<file path="src/rtl/tx_reset_pkg.sv">
// Purpose  : shared state encoding, default timing constants and helpers for the user reset generator.
// Latency  : n/a (declarations only).
// Backpres.: n/a (declarations only).
package tx_reset_pkg;

    // Reset-request sequencer states
    typedef enum logic [2:0] {
        IDLE         = 3'd0,
        DEBOUNCE     = 3'd1,
        PULSE        = 3'd2,
        WAIT_RELEASE = 3'd3,
        HOLDOFF      = 3'd4
    } state_t;

    // Default timing: 10 ms debounce at 100 MHz, 16-cycle pulse, 256-cycle hold-off
    localparam int DEF_DEBOUNCE_CYCLES = 1000000;
    localparam int DEF_PULSE_CYCLES    = 16;
    localparam int DEF_HOLDOFF_CYCLES  = 256;
    localparam int DEF_SYNC_STAGES     = 2;

    // Largest of three values; sizes the shared counter
    function automatic int max3(input int a, input int b, input int c);
        int m;
        m = (a > b) ? a : b;
        return (m > c) ? m : c;
    endfunction

endpackage

</file>
<file path="src/rtl/sync_ff.sv">
// Purpose  : generic multi-flop synchroniser for a single asynchronous input.
// Latency  : STAGES clk cycles from din to dout.
// Backpres.: none; free-running sampler.
//
// Ports:
//   clk  - destination clock
//   rst  - synchronous active-high reset, clears the whole chain
//   din  - asynchronous input
//   dout - synchronised output (last stage)
module sync_ff #(
    parameter int STAGES = 2    // minimum 2
) (
    input  logic clk,
    input  logic rst,
    input  logic din,
    output logic dout
);

    logic [STAGES-1:0] chain;

    always_ff @(posedge clk) begin
        if (rst) begin
            chain <= '0;
        end else begin
            chain <= {chain[STAGES-2:0], din};
        end
    end

    assign dout = chain[STAGES-1];

endmodule

</file>
<file path="src/rtl/user_reset_gen.sv">
// Purpose  : debounced push-button / software-request user reset pulse generator with hold-off.
// Latency  : sw_req -> user_rst next cycle; btn_in -> user_rst after SYNC_STAGES+DEBOUNCE_CYCLES+1 cycles.
// Backpres.: requests arriving outside IDLE are dropped (no sw_ack); busy flags the non-accepting window.
//
// Ports:
//   clk      - system clock
//   rst      - synchronous active-high reset
//   btn_in   - raw asynchronous push button, active-high
//   sw_req   - single-cycle software reset request
//   sw_ack   - one-cycle acknowledge, coincides with the first user_rst cycle
//   user_rst - registered active-high reset request to the combiner
//   busy     - high whenever the sequencer is not in IDLE
module user_reset_gen
    import tx_reset_pkg::*;
#(
    parameter int SYNC_STAGES     = DEF_SYNC_STAGES,
    parameter int DEBOUNCE_CYCLES = DEF_DEBOUNCE_CYCLES,
    parameter int PULSE_CYCLES    = DEF_PULSE_CYCLES,
    parameter int HOLDOFF_CYCLES  = DEF_HOLDOFF_CYCLES,
    parameter int CNT_W           = $clog2(max3(DEBOUNCE_CYCLES, PULSE_CYCLES, HOLDOFF_CYCLES) + 1)
) (
    input  logic clk,
    input  logic rst,
    input  logic btn_in,
    input  logic sw_req,
    output logic sw_ack,
    output logic user_rst,
    output logic busy
);

    // Terminal counts. PULSE and HOLDOFF count from 0, so their last value is N-1;
    // a zero hold-off still spends one cycle in HOLDOFF.
    localparam logic [CNT_W-1:0] DEB_MAX    = CNT_W'(DEBOUNCE_CYCLES);
    localparam logic [CNT_W-1:0] PULSE_LAST = CNT_W'((PULSE_CYCLES > 0) ? PULSE_CYCLES - 1 : 0);
    localparam logic [CNT_W-1:0] HOLD_LAST  = CNT_W'((HOLDOFF_CYCLES > 0) ? HOLDOFF_CYCLES - 1 : 0);

    state_t            state;
    logic [CNT_W-1:0]  cnt;
    logic [CNT_W-1:0]  cnt_inc;
    logic              from_btn;   // pulse source: 1 = button, 0 = software
    logic              btn_s;

    sync_ff #(
        .STAGES (SYNC_STAGES)
    ) u_btn_sync (
        .clk  (clk),
        .rst  (rst),
        .din  (btn_in),
        .dout (btn_s)
    );

    // Saturating increment: the counter never wraps
    assign cnt_inc = (cnt == '1) ? cnt : cnt + 1'b1;

    always_ff @(posedge clk) begin
        if (rst) begin
            state    <= IDLE;
            cnt      <= '0;
            user_rst <= 1'b0;
            sw_ack   <= 1'b0;
            busy     <= 1'b0;
            from_btn <= 1'b0;
        end else begin
            sw_ack <= 1'b0;
            case (state)
                IDLE: begin
                    // Software request wins over a simultaneous button press
                    if (sw_req) begin
                        state    <= PULSE;
                        cnt      <= '0;
                        user_rst <= 1'b1;
                        sw_ack   <= 1'b1;
                        busy     <= 1'b1;
                        from_btn <= 1'b0;
                    end else if (btn_s) begin
                        state <= DEBOUNCE;
                        cnt   <= CNT_W'(1);
                        busy  <= 1'b1;
                    end
                end

                DEBOUNCE: begin
                    if (!btn_s) begin
                        state <= IDLE;
                        cnt   <= '0;
                        busy  <= 1'b0;
                    end else if (cnt >= DEB_MAX) begin
                        state    <= PULSE;
                        cnt      <= '0;
                        user_rst <= 1'b1;
                        from_btn <= 1'b1;
                    end else begin
                        cnt <= cnt_inc;
                    end
                end

                PULSE: begin
                    // user_rst was raised on entry; drop it after PULSE_CYCLES cycles
                    if (cnt >= PULSE_LAST) begin
                        user_rst <= 1'b0;
                        cnt      <= '0;
                        state    <= from_btn ? WAIT_RELEASE : HOLDOFF;
                    end else begin
                        cnt <= cnt_inc;
                    end
                end

                WAIT_RELEASE: begin
                    // A held button yields a single pulse
                    if (!btn_s) begin
                        state <= HOLDOFF;
                        cnt   <= '0;
                    end
                end

                HOLDOFF: begin
                    if (cnt >= HOLD_LAST) begin
                        state <= IDLE;
                        cnt   <= '0;
                        busy  <= 1'b0;
                    end else begin
                        cnt <= cnt_inc;
                    end
                end

                default: begin
                    state    <= IDLE;
                    cnt      <= '0;
                    user_rst <= 1'b0;
                    busy     <= 1'b0;
                end
            endcase
        end
    end

endmodule

</file>
<file path="config.mk">
export PLATFORM = sky130hd
export DESIGN_NAME = user_reset_gen
export DESIGN_NICKNAME = d
export VERILOG_FILES = /design/src/rtl/tx_reset_pkg.sv /design/src/rtl/sync_ff.sv /design/src/rtl/user_reset_gen.sv
export SDC_FILE = /design/constraint.sdc
export NUM_CORES = 1
export LEC_CHECK = 0
export ABC_AREA = 1
export BUFFER_PORTS_ARGS = -buffer_cell sky130_fd_sc_hd__buf_2
export CAP_MARGIN = 20
export CORE_AREA = 2 2 75 94
export DETAILED_ROUTE_END_ITERATION = 12
export DIE_AREA = 0 0 77 96
export PLACE_DENSITY = 0.4
export SLEW_MARGIN = 20
export SYNTH_ARGS = -nofsm -noshare
export SYNTH_HDL_FRONTEND = slang
export SYNTH_HIERARCHICAL = 1
export SYNTH_SLANG_ARGS = --single-unit
</file>
<file path="constraint.sdc">
create_clock -name clk -period 4.11 [get_ports clk]
set_input_delay 0.411 -clock clk [delete_from_list [all_inputs] [get_ports clk]]
set_output_delay 0.411 -clock clk [all_outputs]
set_load 0.02 [all_outputs]
</file>
==> qor.csv <==
metric,value,unit
die_area,7392,µm²
top_level_ports,7,
r2r-start,cnt[0],
setup_slack,2.295,ns
fin_crit,1.815,ns
grt_pass1_vias,1844,
r2r-end,cnt[1],
syn-num-nets,303,
reg2reg_depth,10,
finalClockSkew,0.004873,ns
via_count,1801,
hold_end,u_btn_sync/chain[0],
synthCells,297,
antenna_left,0,
crit_arrival,1.99,ns
gp_congestion,0.8411,
synth-seq-cells,29,
drt_first_pass_iters,4,
synthDistinctLibCells,28,
ctsRootBufferMaster,clkbuf_8,
post-dp-hpwl,4.201,mm
core_area,6524,µm²
p_leak,0.9018,nW
cts.reportedPaths.clkPinSlew,0.07,ns
sequentialPowerShare,31.4,%
min-delay-start,btn_in,
powerDensity,510.2,nW/µm²
antenna_found_initial,0,
slew_viol_final,0,
chipHeight,96,µm
start_util,29.00,%
clk_path_buf_depth,2,
track_usage,15.84,%
finalCritPeriodShare,44.16,%
via_per_inst,4.537,
dp_slack,2.285,ns
setup.worst_path.class,reg -> reg,
switching_share,41.01,%
yosysSeqAreaShare,30.69,%
htreeDepth,2,
synth.avg_cell_area,6.370,µm²
synth_largest_area_cell,dfxtp_1,
internal_power,0.0006451,W
row_count,33,
port_buffers,6,
slew_headroom,70.98,%
grt_pass1_wl,9.039,mm
n_antenna_cell,0,
p_comb_share,40.0,%
finalWirelength,5.302,mm
syn_area,1892,µm²
cts_resized,0,
drc,0,
hold_path.class,in -> reg,
grt_max_degree,18,
maxCapViolations,0,
die_x,77,µm
crit_path_end_kind,register,
post-route-util,32.85,%
yosys_warnings,6,
worst_ep_required_time,4.28,ns
cp_max_fo,10,
cts_tree,done,
finalSetupViolations,0,
hold_depth,3,
hold_viol_final,0,
clkPwrFrac,28.6,%
synth.area.top_cells,"dfxtp_1 (31%), nand2_1 (16%), nor2_1 (9.7%)",
wl_per_cell,13.36,µm
p_switching,0.0004484,W
drive_above_1_share,12.58,%
grt_overflow,0,
ff2ff_setup_slack,2.29,ns
setup_tns,0,ns
cts_setup_buffers,0,
tightest_slew,0.4320,ns
area_growth,13.29,%
cts_hold_buf,0,
numCtsBuffers,5,
clkLatencyLatePin,0.28,ns
startpoint_type,register,
drt-initial-drc-count,57,
synth_top_area_share,30.69,%
grt_setup_unrepaired,no,
nets,315,
max_freq,551.0,MHz
peakVddDrop,0.2456,mV
cts.sink_count,29,
status,"finished, final reports clean",
==> logic make-up after synthesis <==
| family | count (synthesis) | synth area share [%] |
|---|---|---|
| fa+ha+maj | 2 | 1.323 |
| buf+inv | 40 | 8.201 |
| compound gates | 25 | 6.944 |
| xor+xnor | 6 | 2.778 |
| flops | 29 | 30.69 |
| simple gates | 195 | 50.07 |
==> power by group through the flow <==
stage                     registers [W]  logic (W)  clock network, W
final                          0.000343   0.000437          0.000313
after global routing           0.000348   0.000496          0.000340
after CTS                      0.000343   0.000445          0.000324
after global placement         0.000349   0.000449                 0
after floorplan                0.000355   0.000325                 0
after detailed placement       0.000349   0.000444                 0
==> cells in the mapped netlist (all sizes together) <==
| cell | n |
|---|---|
| a21oi | 17 |
| inv | 39 |
| o21ai | 6 |
| nand2 | 92 |
| xor2 | 5 |
| nand3b | 2 |
| nand3 | 25 |
| xnor2 | 1 |
| and2 | 1 |
| clkbuf | 1 |
| nor2 | 59 |
| nor3 | 6 |
| o211ai | 1 |
| ha | 2 |
| dfxtp | 29 |
| nand4 | 10 |
| a31o | 1 |
==> cells in the final DEF (no fill, tap or decap), types with 7 or more instances in the layout <==
| cell | n |
|---|---|
| a21oi_1 | 17 |
| dfxtp_1 | 29 |
| inv_1 | 37 |
| nand2_1 | 81 |
| nand3_1 | 23 |
| nand4_1 | 10 |
| nor2_1 | 49 |
| nor2_2 | 7 |
==> layout make-up <==
cell class / instances / area, µm²
Clock buffer: 7 / 86.33
Clock inverter: 1 / 30.03
Fill cell: 758 / 4380
Inverter: 39 / 151.4
Multi-Input combinational cell: 228 / 1156
Sequential cell: 29 / 580.6
Tap cell: 87 / 108.9
Timing Repair Buffer: 6 / 30.03
==> sequential cells by signal (all words and copies together), names as in the netlist <==
signal and flops:
user_rst 1, busy 1, cnt 20, sw_ack 1, state 3, from_btn 1, u_btn_sync/chain 2
==> through the flow <==
| stage | area, µm² | std cells | hold WS, ns | power (W) |
|---|---|---|---|---|
| floorplan | 1892 | 297 | 0.3883 | 0.0006807 |
| global placement | 2027 | 389 | 0.3926 | 0.0007975 |
| detailed placement | 2027 | 389 | 0.4004 | 0.0007932 |
| CTS | 2143 | 397 | 0.3322 | 0.001112 |
| global route | 2143 | 397 | 0.3421 | 0.001185 |
| finish | 2143 | 397 | 0.3373 | 0.001094 |
==> per-layer routing <==
| metal | GRT usage (%) | part of all wire [%] | routed length (µm) | vias to the layer above |
|---|---|---|---|---|
| li1 | - | - | - | 961 |
| met1 | 18.15 | 47 | 2475 | 808 |
| met2 | 29.24 | 49 | 2590 | 20 |
| met3 | 2.627 | 1.6 | 85 | 12 |
| met4 | 6.845 | 2.8 | 150 | 0 |
| met5 | 0 | 0 | 0 | - |
==> worst max path at each step <==
| stage | startpoint | endpoint | slack (ns) | depth (start not counted) |
|---|---|---|---|---|
| 2_1_floorplan | cnt[0] | cnt[8] | 2.57 | 10 |
| 3_3_place_gp | cnt[0] | cnt[1] | 2.29 | 10 |
| 3_5_place_dp | cnt[0] | cnt[12] | 2.29 | 10 |
| 4_1_cts | cnt[0] | cnt[2] | 2.28 | 10 |
| 5_1_grt | cnt[0] | cnt[16] | 2.09 | 12 |
| 6_report | cnt[0] | cnt[1] | 2.29 | 10 |
==> worst max-delay path, cell delays in order (launching register included) <==
cell and delay, ns:
dfxtp_1 0.40, ha_1 0.23, nand2_2 0.08, nor2_1 0.16, nand2_1 0.14, nand2_1 0.08, nor2_1 0.07, nor2_4 0.20
nand3_4 0.14, nand2_4 0.15, nor2_1 0.06
Power figures use the tool's default switching activity.
